<file path="config.mk">
export PLATFORM = sky130hd
export DESIGN_NAME = if_fetch_unit_flat
export DESIGN_NICKNAME = d
export VERILOG_FILES = /design/src/rtl/if_fetch_unit_pkg.sv /design/src/rtl/if_fetch_unit_if.sv /design/src/rtl/register.sv /design/src/rtl/if_fetch_unit.sv /design/src/flat_wrapper.sv
export SDC_FILE = /design/constraint.sdc
export NUM_CORES = 1
export LEC_CHECK = 0
export CAP_MARGIN = 20
export CORE_ASPECT_RATIO = 0.6
export CORE_UTILIZATION = 33
export CTS_BUF_LIST = sky130_fd_sc_hd__clkbuf_8 sky130_fd_sc_hd__clkbuf_16
export CTS_CLUSTER_DIAMETER = 40
export DETAILED_ROUTE_END_ITERATION = 16
export PLACE_DENSITY = 0.58
export SLEW_MARGIN = 20
export SYNTH_ARGS = -nofsm -noshare
export SYNTH_HDL_FRONTEND = slang
export SYNTH_SLANG_ARGS = --single-unit
</file>
<file path="constraint.sdc">
create_clock -name clk -period 9.8 [get_ports clk]
set_input_delay 1.96 -clock clk [delete_from_list [all_inputs] [get_ports clk]]
set_output_delay 1.96 -clock clk [all_outputs]
set_load 0.05 [all_outputs]
</file>
<file path="src/rtl/if_fetch_unit_pkg.sv">
// ---------------------------------------------------------------------------
// if_fetch_unit_pkg
// Shared definitions for the instruction-fetch front end of the 5-stage ARM
// pipeline: instruction width, reset/NOP defaults, the fetch FSM state type
// and the sequential-address helper.
// ---------------------------------------------------------------------------
package if_fetch_unit_pkg;

    localparam int INST_WIDTH = 32;

    localparam logic [INST_WIDTH-1:0] DEFAULT_RESET_PC = 32'h0000_0000;
    localparam logic [INST_WIDTH-1:0] DEFAULT_NOP_INST = 32'h0000_0000;

    // REQ     : a request to fetch_addr is outstanding on the memory port
    // HOLD    : a fetched word is parked in hold_buf while IF/ID is frozen
    // DISCARD : a branch arrived before the outstanding request completed;
    //           the response is thrown away and the target is fetched next
    typedef enum logic [1:0] {
        REQ     = 2'd0,
        HOLD    = 2'd1,
        DISCARD = 2'd2
    } fetch_state_t;

    // Next sequential word address; wraps mod 2^32.
    function automatic logic [INST_WIDTH-1:0] next_word_addr(
        input logic [INST_WIDTH-1:0] addr
    );
        return addr + 32'd4;
    endfunction

endpackage

</file>
<file path="src/rtl/if_fetch_unit_if.sv">
// ---------------------------------------------------------------------------
// if_fetch_unit_if
// Instruction-memory request/acknowledge port.
//   imem_req   : request valid (master -> slave)
//   imem_addr  : word address, stable while req=1 and no ack (master -> slave)
//   imem_rdata : instruction, valid only when imem_ack=1 (slave -> master)
//   imem_ack   : completes the request, may coincide with req (slave -> master)
// modport master is used by the fetch unit, modport slave by the memory.
// ---------------------------------------------------------------------------
interface if_fetch_unit_if;
    import if_fetch_unit_pkg::*;

    logic                  imem_req;
    logic [INST_WIDTH-1:0] imem_addr;
    logic [INST_WIDTH-1:0] imem_rdata;
    logic                  imem_ack;

    modport master (
        output imem_req,
        output imem_addr,
        input  imem_rdata,
        input  imem_ack
    );

    modport slave (
        input  imem_req,
        input  imem_addr,
        output imem_rdata,
        output imem_ack
    );

endinterface

</file>
<file path="src/rtl/register.sv">
// ---------------------------------------------------------------------------
// Register
// Generic pipeline register with load enable and synchronous clear.
//   clk, rst : clock, asynchronous active-high reset (loads RESET_VALUE)
//   ld       : capture d on the rising edge
//   clr      : synchronous return to RESET_VALUE, dominates ld
//   d, q     : data in / registered data out
// ---------------------------------------------------------------------------
module Register #(
    parameter int               WIDTH       = 32,
    parameter logic [WIDTH-1:0] RESET_VALUE = '0
) (
    input  logic             clk,
    input  logic             rst,
    input  logic             ld,
    input  logic             clr,
    input  logic [WIDTH-1:0] d,
    output logic [WIDTH-1:0] q
);

    // Clear takes priority over load so a flush can never be overridden by
    // a simultaneous capture.
    always_ff @(posedge clk or posedge rst) begin
        if (rst) begin
            q <= RESET_VALUE;
        end else if (clr) begin
            q <= RESET_VALUE;
        end else if (ld) begin
            q <= d;
        end
    end

endmodule

</file>
<file path="src/rtl/if_fetch_unit.sv">
// ---------------------------------------------------------------------------
// if_fetch_unit
// Instruction-fetch front end; producer side of the IF/ID pipeline register.
// Owns the fetch PC, drives a variable-latency instruction memory and presents
// {PC+4, Instruction} to IF/ID, honouring freeze and EXE branch redirects.
// A NOP bubble (inst_valid=0) is presented whenever no word is available.
//
// Ports:
//   clk, rst     : clock, asynchronous active-high reset
//   freeze       : IF/ID does not load this cycle; hold the presented word
//   branch_taken : redirect from EXE, higher priority than freeze
//   branch_addr  : redirect target
//   imem         : instruction-memory port (master side)
//   PC           : fetch address + 4 of the presented instruction
//   Instruction  : presented instruction or NOP_INST
//   inst_valid   : Instruction is a real fetched word
// ---------------------------------------------------------------------------
module if_fetch_unit
    import if_fetch_unit_pkg::*;
#(
    parameter logic [INST_WIDTH-1:0] RESET_PC = DEFAULT_RESET_PC,
    parameter logic [INST_WIDTH-1:0] NOP_INST = DEFAULT_NOP_INST
) (
    input  logic                  clk,
    input  logic                  rst,
    input  logic                  freeze,
    input  logic                  branch_taken,
    input  logic [INST_WIDTH-1:0] branch_addr,
    if_fetch_unit_if.master       imem,
    output logic [INST_WIDTH-1:0] PC,
    output logic [INST_WIDTH-1:0] Instruction,
    output logic                  inst_valid
);

    fetch_state_t          state_q;
    fetch_state_t          state_d;

    logic [INST_WIDTH-1:0] fetch_addr;
    logic [INST_WIDTH-1:0] fetch_addr_d;
    logic                  fetch_addr_ld;

    logic [INST_WIDTH-1:0] target;
    logic [INST_WIDTH-1:0] target_d;
    logic                  target_ld;

    logic [INST_WIDTH-1:0] hold_buf;
    logic                  hold_buf_ld;

    Register #(.WIDTH(INST_WIDTH), .RESET_VALUE(RESET_PC)) u_fetch_addr (
        .clk (clk),
        .rst (rst),
        .ld  (fetch_addr_ld),
        .clr (1'b0),
        .d   (fetch_addr_d),
        .q   (fetch_addr)
    );

    Register #(.WIDTH(INST_WIDTH), .RESET_VALUE(RESET_PC)) u_target (
        .clk (clk),
        .rst (rst),
        .ld  (target_ld),
        .clr (1'b0),
        .d   (target_d),
        .q   (target)
    );

    Register #(.WIDTH(INST_WIDTH), .RESET_VALUE(NOP_INST)) u_hold_buf (
        .clk (clk),
        .rst (rst),
        .ld  (hold_buf_ld),
        .clr (1'b0),
        .d   (imem.imem_rdata),
        .q   (hold_buf)
    );

    // State register; reset lands in REQ so the first request to RESET_PC
    // is already on the port while rst is still asserted.
    always_ff @(posedge clk or posedge rst) begin
        if (rst) begin
            state_q <= REQ;
        end else begin
            state_q <= state_d;
        end
    end

    // Next-state and register-load decisions. Branch always beats freeze.
    // An ack outside REQ/DISCARD (i.e. in HOLD) is simply not looked at.
    always_comb begin
        state_d       = state_q;
        fetch_addr_ld = 1'b0;
        fetch_addr_d  = fetch_addr;
        target_ld     = 1'b0;
        target_d      = target;
        hold_buf_ld   = 1'b0;

        unique case (state_q)
            REQ: begin
                if (imem.imem_ack) begin
                    if (branch_taken) begin
                        // Fetched word belongs to the wrong path; go straight
                        // to the target without a DISCARD detour.
                        fetch_addr_ld = 1'b1;
                        fetch_addr_d  = branch_addr;
                    end else if (freeze) begin
                        hold_buf_ld = 1'b1;
                        state_d     = HOLD;
                    end else begin
                        fetch_addr_ld = 1'b1;
                        fetch_addr_d  = next_word_addr(fetch_addr);
                    end
                end else if (branch_taken) begin
                    // Address must stay stable until ack, so remember the
                    // redirect and wait for the stale response.
                    target_ld = 1'b1;
                    target_d  = branch_addr;
                    state_d   = DISCARD;
                end
            end

            HOLD: begin
                if (branch_taken) begin
                    fetch_addr_ld = 1'b1;
                    fetch_addr_d  = branch_addr;
                    state_d       = REQ;
                end else if (!freeze) begin
                    fetch_addr_ld = 1'b1;
                    fetch_addr_d  = next_word_addr(fetch_addr);
                    state_d       = REQ;
                end
            end

            DISCARD: begin
                if (branch_taken) begin
                    target_ld = 1'b1;
                    target_d  = branch_addr;
                end
                if (imem.imem_ack) begin
                    fetch_addr_ld = 1'b1;
                    fetch_addr_d  = branch_taken ? branch_addr : target;
                    state_d       = REQ;
                end
            end

            default: begin
                state_d = REQ;
            end
        endcase
    end

    // Output selection. imem_req/imem_addr depend only on registered state,
    // so there is no path from imem_rdata to the request side.
    always_comb begin
        imem.imem_req  = (state_q != HOLD);
        imem.imem_addr = fetch_addr;
        Instruction    = NOP_INST;
        inst_valid     = 1'b0;
        PC             = next_word_addr(fetch_addr);

        if (state_q == REQ && imem.imem_ack) begin
            Instruction = imem.imem_rdata;
            inst_valid  = 1'b1;
        end else if (state_q == HOLD) begin
            Instruction = hold_buf;
            inst_valid  = 1'b1;
        end

        if (state_q == DISCARD) begin
            PC = next_word_addr(target);
        end

        if (branch_taken) begin
            inst_valid = 1'b0;
        end
    end

endmodule

</file>
<file path="src/flat_wrapper.sv">
// flat-port wrapper written by rule: the top's interface ports become plain ports
module if_fetch_unit_flat import if_fetch_unit_pkg::*;
#(
    parameter logic [INST_WIDTH-1:0] RESET_PC = DEFAULT_RESET_PC,
    parameter logic [INST_WIDTH-1:0] NOP_INST = DEFAULT_NOP_INST
)
  (clk, rst, freeze, branch_taken, branch_addr, PC, Instruction, inst_valid, imem_imem_req, imem_imem_addr, imem_imem_rdata, imem_imem_ack);
  if_fetch_unit_if imem_i ();
  input  logic clk;
  input  logic rst;
  input  logic freeze;
  input  logic branch_taken;
  input  logic [INST_WIDTH-1:0] branch_addr;
  output logic [INST_WIDTH-1:0] PC;
  output logic [INST_WIDTH-1:0] Instruction;
  output logic inst_valid;
  output wire logic [$bits(imem_i.imem_req)-1:0] imem_imem_req;
  output wire logic [$bits(imem_i.imem_addr)-1:0] imem_imem_addr;
  input wire logic [$bits(imem_i.imem_rdata)-1:0] imem_imem_rdata;
  input wire logic [$bits(imem_i.imem_ack)-1:0] imem_imem_ack;
  assign imem_imem_req = imem_i.imem_req;
  assign imem_imem_addr = imem_i.imem_addr;
  assign imem_i.imem_rdata = imem_imem_rdata;
  assign imem_i.imem_ack = imem_imem_ack;
  if_fetch_unit #(.RESET_PC(RESET_PC), .NOP_INST(NOP_INST)) u_core (.clk(clk), .rst(rst), .freeze(freeze), .branch_taken(branch_taken), .branch_addr(branch_addr), .imem(imem_i), .PC(PC), .Instruction(Instruction), .inst_valid(inst_valid));
endmodule
</file>
-- Word level (Yosys, flattened, before mapping)
Index checks and enable logic that the tools add are counted.
- latch bits: 0
- memory bits (writable): 0
- ROM bits: 0
- memories: 0
- flip-flop bits (word level): 98
- eq/ne operators: 10
- shift operators: 0
- add/subtract/negate cells: 2
- bitwise gates (word level): 0
- $lt $le $gt $ge: 0
- divide/modulo/power cells: 0
- reductions and logical operators: 7
- muxes and demuxes: 34
- multipliers: 0
- operators by type and width (kind ; number):
    $mux 32 ; 9
    $pmux 32 s3 ; 1
    $add 32x3->32 const B ; 2
    $pmux 32 s2 ; 1
    $mux 2 ; 7
    $mux 1 ; 13
    $ne 3x3->1 const B ; 4
    $ne 2x2->1 const B ; 3
    $pmux 2 s3 ; 1
    $reduce_and 5->1 ; 1
    $reduce_and 4->1 ; 1
    $pmux 1 s3 ; 1
    $reduce_and 3->1 ; 1
    $reduce_bool 3->1 ; 1
    $eq 2x1->1 const B ; 1
    $eq 2x2->1 const B ; 1
    $logic_not 2->1 ; 1
    $ne 2x1->1 const B ; 1
    $pmux 1 s2 ; 1
    $reduce_bool 2->1 ; 1
    $logic_and 1x1->1 ; 1

-- Logic depth before layout (Yosys ltp)
Gate-level depths: netlist of the first run.
- depth after elaboration: 5
- depth in mapped cells: 8
- mapped depth without buffers: 6

-- Cells and area by module
From an unflattened synthesis of the first run, not the netlist that was laid out.
- cell total of the unflattened synthesis: 988
- area, all modules: 8298.0 um^2
- modules (own cells, without submodules) (module ; area an instance (um^2) ; times used ; cells each ; sequential area each (um^2)):
    if_fetch_unit ; 4315.4 ; 1 ; 676 ; 50.0
    Register ; 1327.5 ; 3 ; 104 ; 800.8

-- Worst setup path before layout of the first run
Ideal clock, no wire load.
- path kind: input to output
- start: input port branch_taken
- end: output port inst_valid
- data arrival time: 3.621 ns
- stages on the path: 4
- path buffers: 3
- required time: 7.840 ns
- path slack: 4.219 ns
- cells stage by stage: buf_2 > clkbuf_1 > clkbuf_1 > nor3_1
- cells in the longest elaborated chain, start to end: 1
- RTL lines (item ; RTL line ; RTL):
    start, declared ; flat_wrapper.sv:12 ; input logic branch_taken;
    $mux 1 ; if_fetch_unit.sv:171 ; if (branch_taken) begin
    end, declared ; flat_wrapper.sv:16 ; output logic inst_valid;
Every way passes these cells.

-- Worst setup path in the final report of the first run
- start: input port imem_imem_ack
- end: output port Instruction[7]
- cells in the longest elaborated chain, start to end: 2
- RTL lines (item ; RTL line ; RTL):
    start, declared ; flat_wrapper.sv:20 ; input wire logic [$bits(imem_i.imem_ack)-1:0] imem_imem_ack;
    $logic_and 1x1->1 ; if_fetch_unit.sv:159 ; if (state_q == REQ && imem.imem_ack) begin
    $mux 32 ; if_fetch_unit.sv:159 ;
    end, declared ; flat_wrapper.sv:15 ; output logic [INST_WIDTH-1:0] Instruction;
Every way passes these cells.

==> results of run 1 <==
## per-stage QoR
stage                     setup slack [ns]  hold slack, ns  power [mW]  util [%]  instances
after floorplan                       4.22           0.471        1.00         -        683
after global placement                3.33           0.487        1.23      44.0       1051
after detailed placement              3.20           0.493        1.24      44.0       1051
after CTS                             3.19           0.511        1.64      45.8       1067
after global routing                  3.41           0.517        1.71      45.9       1067
final                                 3.59           0.512        1.63      45.9       1068
## flip-flops by register name (all words and copies together), names as in the netlist
| name | count |
|---|---|
| u_core.state_q | 2 |
| u_core.u_fetch_addr.q | 32 |
| u_core.u_hold_buf.q | 32 |
| u_core.u_target.q | 32 |
## power breakdown
part           switching, mW  internal (mW)
logic                  0.411          0.245
clock network          0.164          0.232
registers             0.0985          0.481
## routing by layer
| layer | wire [um] | part of all wire, % | vias up | GRT usage, % |
|---|---|---|---|---|
| met4 | 72 | 0.36 | 2 | 2.99 |
| met1 | 9930 | 49 | 2921 | 33.0 |
| met3 | 1880 | 9.3 | 8 | 5.76 |
| li1 | - | - | 2746 | - |
| met2 | 8290 | 41 | 289 | 29.7 |
| met5 | 9 | 0.045 | - | 0 |
## cell families after synthesis
family / count (synthesis)
and+or+nand+nor: 241
DFF: 98
muxes: 53
buffers and inverters: 66
adders and majority gates: 2
AOI/OAI and AO/OA: 170
xor gates and xnor gates: 53
## critical path, stage by stage
cell	delay, ns
clkdlybuf4s50_1	0.49
nand2b_1	0.11
nor2_4	0.58
a22o_1	0.27
clkdlybuf4s50_1	0.81
## synth_stat cells (2+ instances only)
cell	count
a21oi_1	24
buf_2	12
o311ai_0	2
or3_1	2
nor4_1	3
o22ai_1	12
nand3b_1	2
nand2b_1	3
o2bb2ai_1	5
a31oi_1	4
o21ai_1	2
and2_1	6
o21a_1	3
buf_1	3
a222oi_1	8
o21ai_0	57
nor3_4	2
mux2_2	40
and4_1	6
nor2b_1	3
ha_1	2
mux2i_1	13
nor3_1	14
xor2_1	19
nand2_1	103
o311a_1	10
and3_1	8
clkbuf_1	32
dfrtp_1	98
a21o_1	2
a221oi_1	2
nand4_1	10
a22o_1	32
inv_1	18
nor2_1	44
nand4_2	2
nand3_1	27
xnor2_1	34
## worst max-delay path by stage
stage / cells after the start / slack [ns] / endpoint / startpoint
after global routing: 5 / 3.41 / Instruction[25] / imem_imem_ack
final: 5 / 3.59 / Instruction[7] / imem_imem_ack
after CTS: 5 / 3.19 / Instruction[25] / imem_imem_ack
after floorplan: 4 / 4.22 / inst_valid / branch_taken
after detailed placement: 5 / 3.20 / Instruction[25] / imem_imem_ack
after global placement: 5 / 3.33 / Instruction[10] / imem_imem_ack
## area by class of cell
| type | count | share of cell area, % |
|---|---|---|
| sequential | 98 | 29.5 |
| tap | 240 | 3.61 |
| inverter | 18 | 0.842 |
| clock inverter | 6 | 1.07 |
| timing repair buffer | 176 | 20.9 |
| multi-input combinational | 519 | 41.2 |
| clock buffer | 10 | 2.87 |
| antenna | 1 | 0.0301 |
==> metrics.md, run 1 <==
| Metric | Value |
|---|---|
| Synth Area in XOR/XNOR | 7.58% |
| Async SR Flop Fraction | 100% |
| Wire per inst | 18.9 um |
| Grt ovf | 0 |
| Count of cell types in the netlist | 52 |
| Post-Syn Instances | 683 |
| Fin crit share | 63.4% |
| WHS Path Cells | 1 |
| Main combinational cell family by area after synthesis | simple AND/OR/NAND/NOR gates |
| Relative slew slack | 24.6% |
| Post-synth EDFFs | 0 |
| First-pass GRT wire length | 31.6 mm |
| TritonCTS buffer count | 9 |
| Io pins | 167 |
| # fillers | 1,712 |
| Flop2flop setup slack | 7.35 ns |
| Total clock sinks | 98 |
| Yosys top cell by area | dfrtp_1 |
| Clk Latency, worst-skew pair | 0.35 ns |
| Post-CTS setup buffer count | 0 |
| Core area | 18,100 sq um |
| Final Hold Viols | 0 |
| Initial drt markers | 544 |
| # hold bufs at CTS | 0 |
| Min-delay src | u_core.u_hold_buf.q[21] |
| DRT Wirelength | 20.2 mm |
| Post-synth top flop | dfrtp_1 |
| Router iterations before antenna repair | 6 |
| Top cells by area, synth | dfrtp_1 (40%), mux2_2 (7.4%), nand2_1 (6.3%) |
| Synthesized cell area | 6130 sq um |
| Row cnt | 38 |
| Max-cap violations | 0 |
| Sequential share of the synthesized area | 40.0% |
| Vias in the first global route | 5,612 |
| Post_cts resized | 0 |
| Syn_nets | 754 |
| Initial Util | 33.8% |
| Least-Margin Pin Slew | 1.13 ns |
| Yosys synthesis warning count | 0 |
| Post-synthesis average cell area | 8.97 sq um |
| Minimum clock period | 6.21 ns |
| R2R depth | 6 |
| Clock root buffer | clkbuf_16 |
| Critical R2R Capture | u_core.u_fetch_addr.q[29] |
| Placed Area | 7970 sq um |
| Layout Nets | 893 |
| Avg Vias per Cell | 5.59 |
| Most common cell after layout, fill and taps aside | clkdlybuf4s50_1 |
| Dpl hpwl | 13.9 mm |
| Pwr dens | 196 nW/um^2 |
| CP Data Arrival Time | 4.25 ns |
| Routed vias | 5,966 |
| Hold Path End | u_core.u_hold_buf.q[21] |
| Min-Delay Path Class | reg -> reg |
| Pleak | 3.28 nW |
| Worst path required time | 7.84 ns |
| Die width | 178 um |
| Post-synth top area share | 40.0% |
| Status | completed |
| Die Area | 19,100 sq um |
| Critical setup path kind | in -> out |
| RSZ-0062 raised after global routing | false |
| Final setup fails | 0 |
| Worst-path clk slew | 0.07 ns |
| Routability cong. | 0.827 |
| Final instance area | 8320 sq um |
| Startpoint Class | input port |
| Antenna-violating nets left | 0 |
| Mux cell area share after synthesis | 9.48% |
| Layout cells sized above 1 | 9.55% |
| Setup crit end kind | output port |
| Worst r2r src | u_core.state_q[0] |
| Clock tree buffer depth | 2 |
| Area Overhead vs Synth | 35.8% |
| Simple-Gate Fraction of Synth Area | 19.4% |
| Fmax | 161 MHz |
| CTS tree | built |
| Synth Register Bits | 98 |
| Setup_tns | 0 ns |
| Drt drc | 0 |
| Final Max Tran Viols | 0 |
| Initial antenna violation count | 2 |
| Largest net degree at the start of global routing | 81 |
| CTS H-tree lvls | 3 |
| Adder-cell share of the synthesized area | 0.408% |
| Synth Area in Compound Gates | 18.8% |
| Peak VDD IR | 0.0739 mV |
| Sequential Area | 2450 sq um |
| Port Buffers | 166 |
| Multi-input logic area | 3430 sq um |
| Most frequent cells in the layout | clkdlybuf4s50_1 (165), nand2_1 (103), dfrtp_1 (98) |
| Setup Skew | 0.00992 ns |
| Die Y | 108 um |
| Crit Path Max Fanout | 33 |
| GRT Total Usage | 21.4% |
(Power assumes the default switching activity.)
==> run 2, diff against run 1 <==
==> constraint.sdc (replaced) <==
create_clock -name clk -period 6 [get_ports clk]
set_input_delay 1.2 -clock clk [delete_from_list [all_inputs] [get_ports clk]]
set_output_delay 1.2 -clock clk [all_outputs]
set_load 0.05 [all_outputs]
==> metrics.md, run 2 (same netlist as run 1, synthesis figures left out) <==
| Metric | Value |
|---|---|
| Dpl hpwl | 14.1 mm (was 13.9 mm) |
| Core area | 18,100 sq um (unchanged) |
| Row cnt | 38 (unchanged) |
| Routability cong. | 0.827 (about the same) |
| Router iterations before antenna repair | 5 (was 6) |
| DRT Wirelength | 20.2 mm (about the same) |
| Crit Path Max Fanout | 8 (was 33) |
| CTS tree | built (unchanged) |
| Critical setup path kind | reg -> out (was in -> out) |
| Setup crit end kind | output port (unchanged) |
| Final Hold Viols | 0 (unchanged) |
| Multi-input logic area | 3430 sq um (unchanged) |
| Int Pwr | 1.48 mW (was 958 uW) |
| Fmax | 215 MHz |
| Initial antenna violation count | 0 (was 2) |
| Min-Delay Path Class | reg -> reg (unchanged) |
| Peak VDD IR | 0.137 mV (was 0.0739 mV) |
| Total clock sinks | 98 (unchanged) |
| Grt ovf | 0 (unchanged) |
| CP Data Arrival Time | 3.46 ns (was 4.25 ns) |
| Worst setup endpoint | PC[17] (was Instruction[7]) |
| Initial drt markers | 450 (was 544) |
| Antenna-violating nets left | 0 (unchanged) |
| Drt drc | 0 (unchanged) |
| Clock Power Share | 22.3% (was 24.3%) |
| Wire per inst | 18.9 um (about the same) |
| Post-CTS setup buffer count | 0 (unchanged) |
| Most frequent cells in the layout | clkdlybuf4s50_1 (165), nand2_1 (103), dfrtp_1 (98) (unchanged) |
| Die Area | 19,100 sq um (unchanged) |
| Net Switching | 1.12 mW (was 674 uW) |
| Avg Vias per Cell | 5.48 (was 5.59) |
| Setup Skew | 0.00768 ns (was 0.00992 ns) |
| Die width | 178 um (unchanged) |
| Final setup fails | 0 (unchanged) |
| Comb pwr share | 41.3% (was 40.2%) |
| Largest net degree at the start of global routing | 64 (was 81) |
| GRT Total Usage | 21.1% (was 21.4%) |
| Pleak | 3.25 nW (was 3.28 nW) |
| Clk Latency, worst-skew pair | 0.35 ns (about the same) |
| Max-cap violations | 0 (unchanged) |
| Final Max Tran Viols | 0 (unchanged) |
| Layout Nets | 894 (was 893) |
| Reg power frac | 36.4% (was 35.5%) |
| Area Overhead vs Synth | 35.1% (was 35.8%) |
| Port Buffers | 166 (unchanged) |
| Layout cells sized above 1 | 9.78% (was 9.55%) |
| Pwr Total | 2.60 mW (was 1.63 mW) |
| Io pins | 167 (unchanged) |
| Worst r2r src | u_core.state_q[0] (unchanged) |
| # hold bufs at CTS | 0 (unchanged) |
| TritonCTS buffer count | 9 (unchanged) |
| # fillers | 1,724 (was 1,712) |
| First-pass GRT wire length | 31.2 mm (was 31.6 mm) |
| Final core utilization | 45.7% (was 45.9%) |
| Sequential Area | 2450 sq um (unchanged) |
| Post_cts resized | 0 (unchanged) |
| Die Y | 108 um (unchanged) |
| Clock tree buffer depth | 2 (unchanged) |
| Switching share of power | 43.2% (was 41.3%) |
| Fin crit share | 77.6% |
| Top flop regs | u_core.u_fetch_addr.q: 32 flops, u_core.u_hold_buf.q: 32 flops, u_core.u_target.q: 32 flops (unchanged) |
| Worst-path clk slew | 0.08 ns (was 0.07 ns) |
| Setup_tns | 0 ns (unchanged) |
| RSZ-0062 raised after global routing | false (unchanged) |
| Minimum clock period | 4.66 ns |
| Routed vias | 5,853 (was 5,966) |
| Clock root buffer | clkbuf_16 (unchanged) |
| Vias in the first global route | 5,545 (was 5,612) |
| Ant. Diodes | 0 (was 1) |
| Flop2flop setup slack | 3.51 ns (was 7.35 ns) |
| Final instance area | 8280 sq um (was 8320 sq um) |
| Startpoint Class | flip-flop (was input port) |
| Worst path required time | 4.80 ns (was 7.84 ns) |
| Least-Margin Pin Slew | 0.938 ns (was 1.13 ns) |
| CP Launch Point | u_core.u_target.q[4] (was imem_imem_ack) |
| Relative slew slack | 36.6% (was 24.6%) |
| CTS H-tree lvls | 3 (unchanged) |
| R2R depth | 6 (unchanged) |
| Initial Util | 33.8% (unchanged) |
| Placed Area | 7980 sq um (was 7970 sq um) |
| Pwr dens | 314 nW/um^2 (was 196 nW/um^2) |
| Critical R2R Capture | u_core.u_fetch_addr.q[26] (was u_core.u_fetch_addr.q[29]) |
| Status | completed (unchanged) |
| Most common cell after layout, fill and taps aside | clkdlybuf4s50_1 (unchanged) |
run 2: cell types whose count changed in the layout (fill, tap and decap cells not counted), sizes merged:
cell and delta:
clkinvlp +1, inv +1, bufinv -2, diode -1, clkbuf -1, clkinv +1, buf +1
run 2: layer usage:
metal | track usage [%] | vias to the layer above | routed length [um]
met5 | 0 | - | 0
met4 | 2.75 | 0 | 119
met3 | 5.79 | 11 | 1600
met2 | 29.4 | 214 | 8310
met1 | 32.5 | 2889 | 10200
li1 | - | 2739 | -
run 2: layout make-up:
class / instances / share of cell area, %
multi-input cells: 519 / 41.4
flip-flops and latches: 98 / 29.6
repair buffers: 177 / 21.0
well taps: 240 / 3.63
clock buffers: 9 / 2.72
inverters: 18 / 0.847
clock inverters: 7 / 0.726
run 2: power groups by stage:
stage / registers [mW] / clock network, mW / logic (mW)
floorplan: 1.04 / 0 / 0.591
global placement: 0.954 / 0 / 1.06
detailed placement: 0.949 / 0 / 1.07
CTS: 0.941 / 0.591 / 1.08
global route: 0.965 / 0.617 / 1.13
finish: 0.947 / 0.580 / 1.07
run 2: worst max-delay path, stage by stage (launching register included):
cell and delay (ns):
dfrtp_1 0.46, nand3_1 0.37, nor4_1 0.73, nand3_1 0.17, xor2_1 0.17, o21ai_0 0.32, clkdlybuf4s50_1 0.88
run 2: worst min path at each step:
stage | slack [ns] | cells past startpoint | endpoint | from
2_1_floorplan | 0.47 | 2 | u_core.u_target.q[30] | u_core.u_target.q[30]
3_3_place_gp | 0.49 | 1 | u_core.u_target.q[1] | u_core.u_target.q[1]
3_5_place_dp | 0.50 | 1 | u_core.u_target.q[0] | u_core.u_target.q[0]
4_1_cts | 0.51 | 1 | u_core.u_hold_buf.q[24] | u_core.u_hold_buf.q[24]
5_1_grt | 0.53 | 1 | u_core.u_hold_buf.q[31] | u_core.u_hold_buf.q[31]
6_report | 0.51 | 1 | u_core.u_target.q[0] | u_core.u_target.q[0]
run 2: metrics by stage:
| stage | hold WS [ns] | instances | worst slack [ns] |
|---|---|---|---|
| CTS | 0.515 | 1068 | 1.37 |
| global route | 0.534 | 1068 | 1.12 |
| global placement | 0.488 | 1052 | 1.61 |
| finish | 0.513 | 1068 | 1.34 |
| floorplan | 0.471 | 683 | 1.92 |
| detailed placement | 0.498 | 1052 | 1.56 |
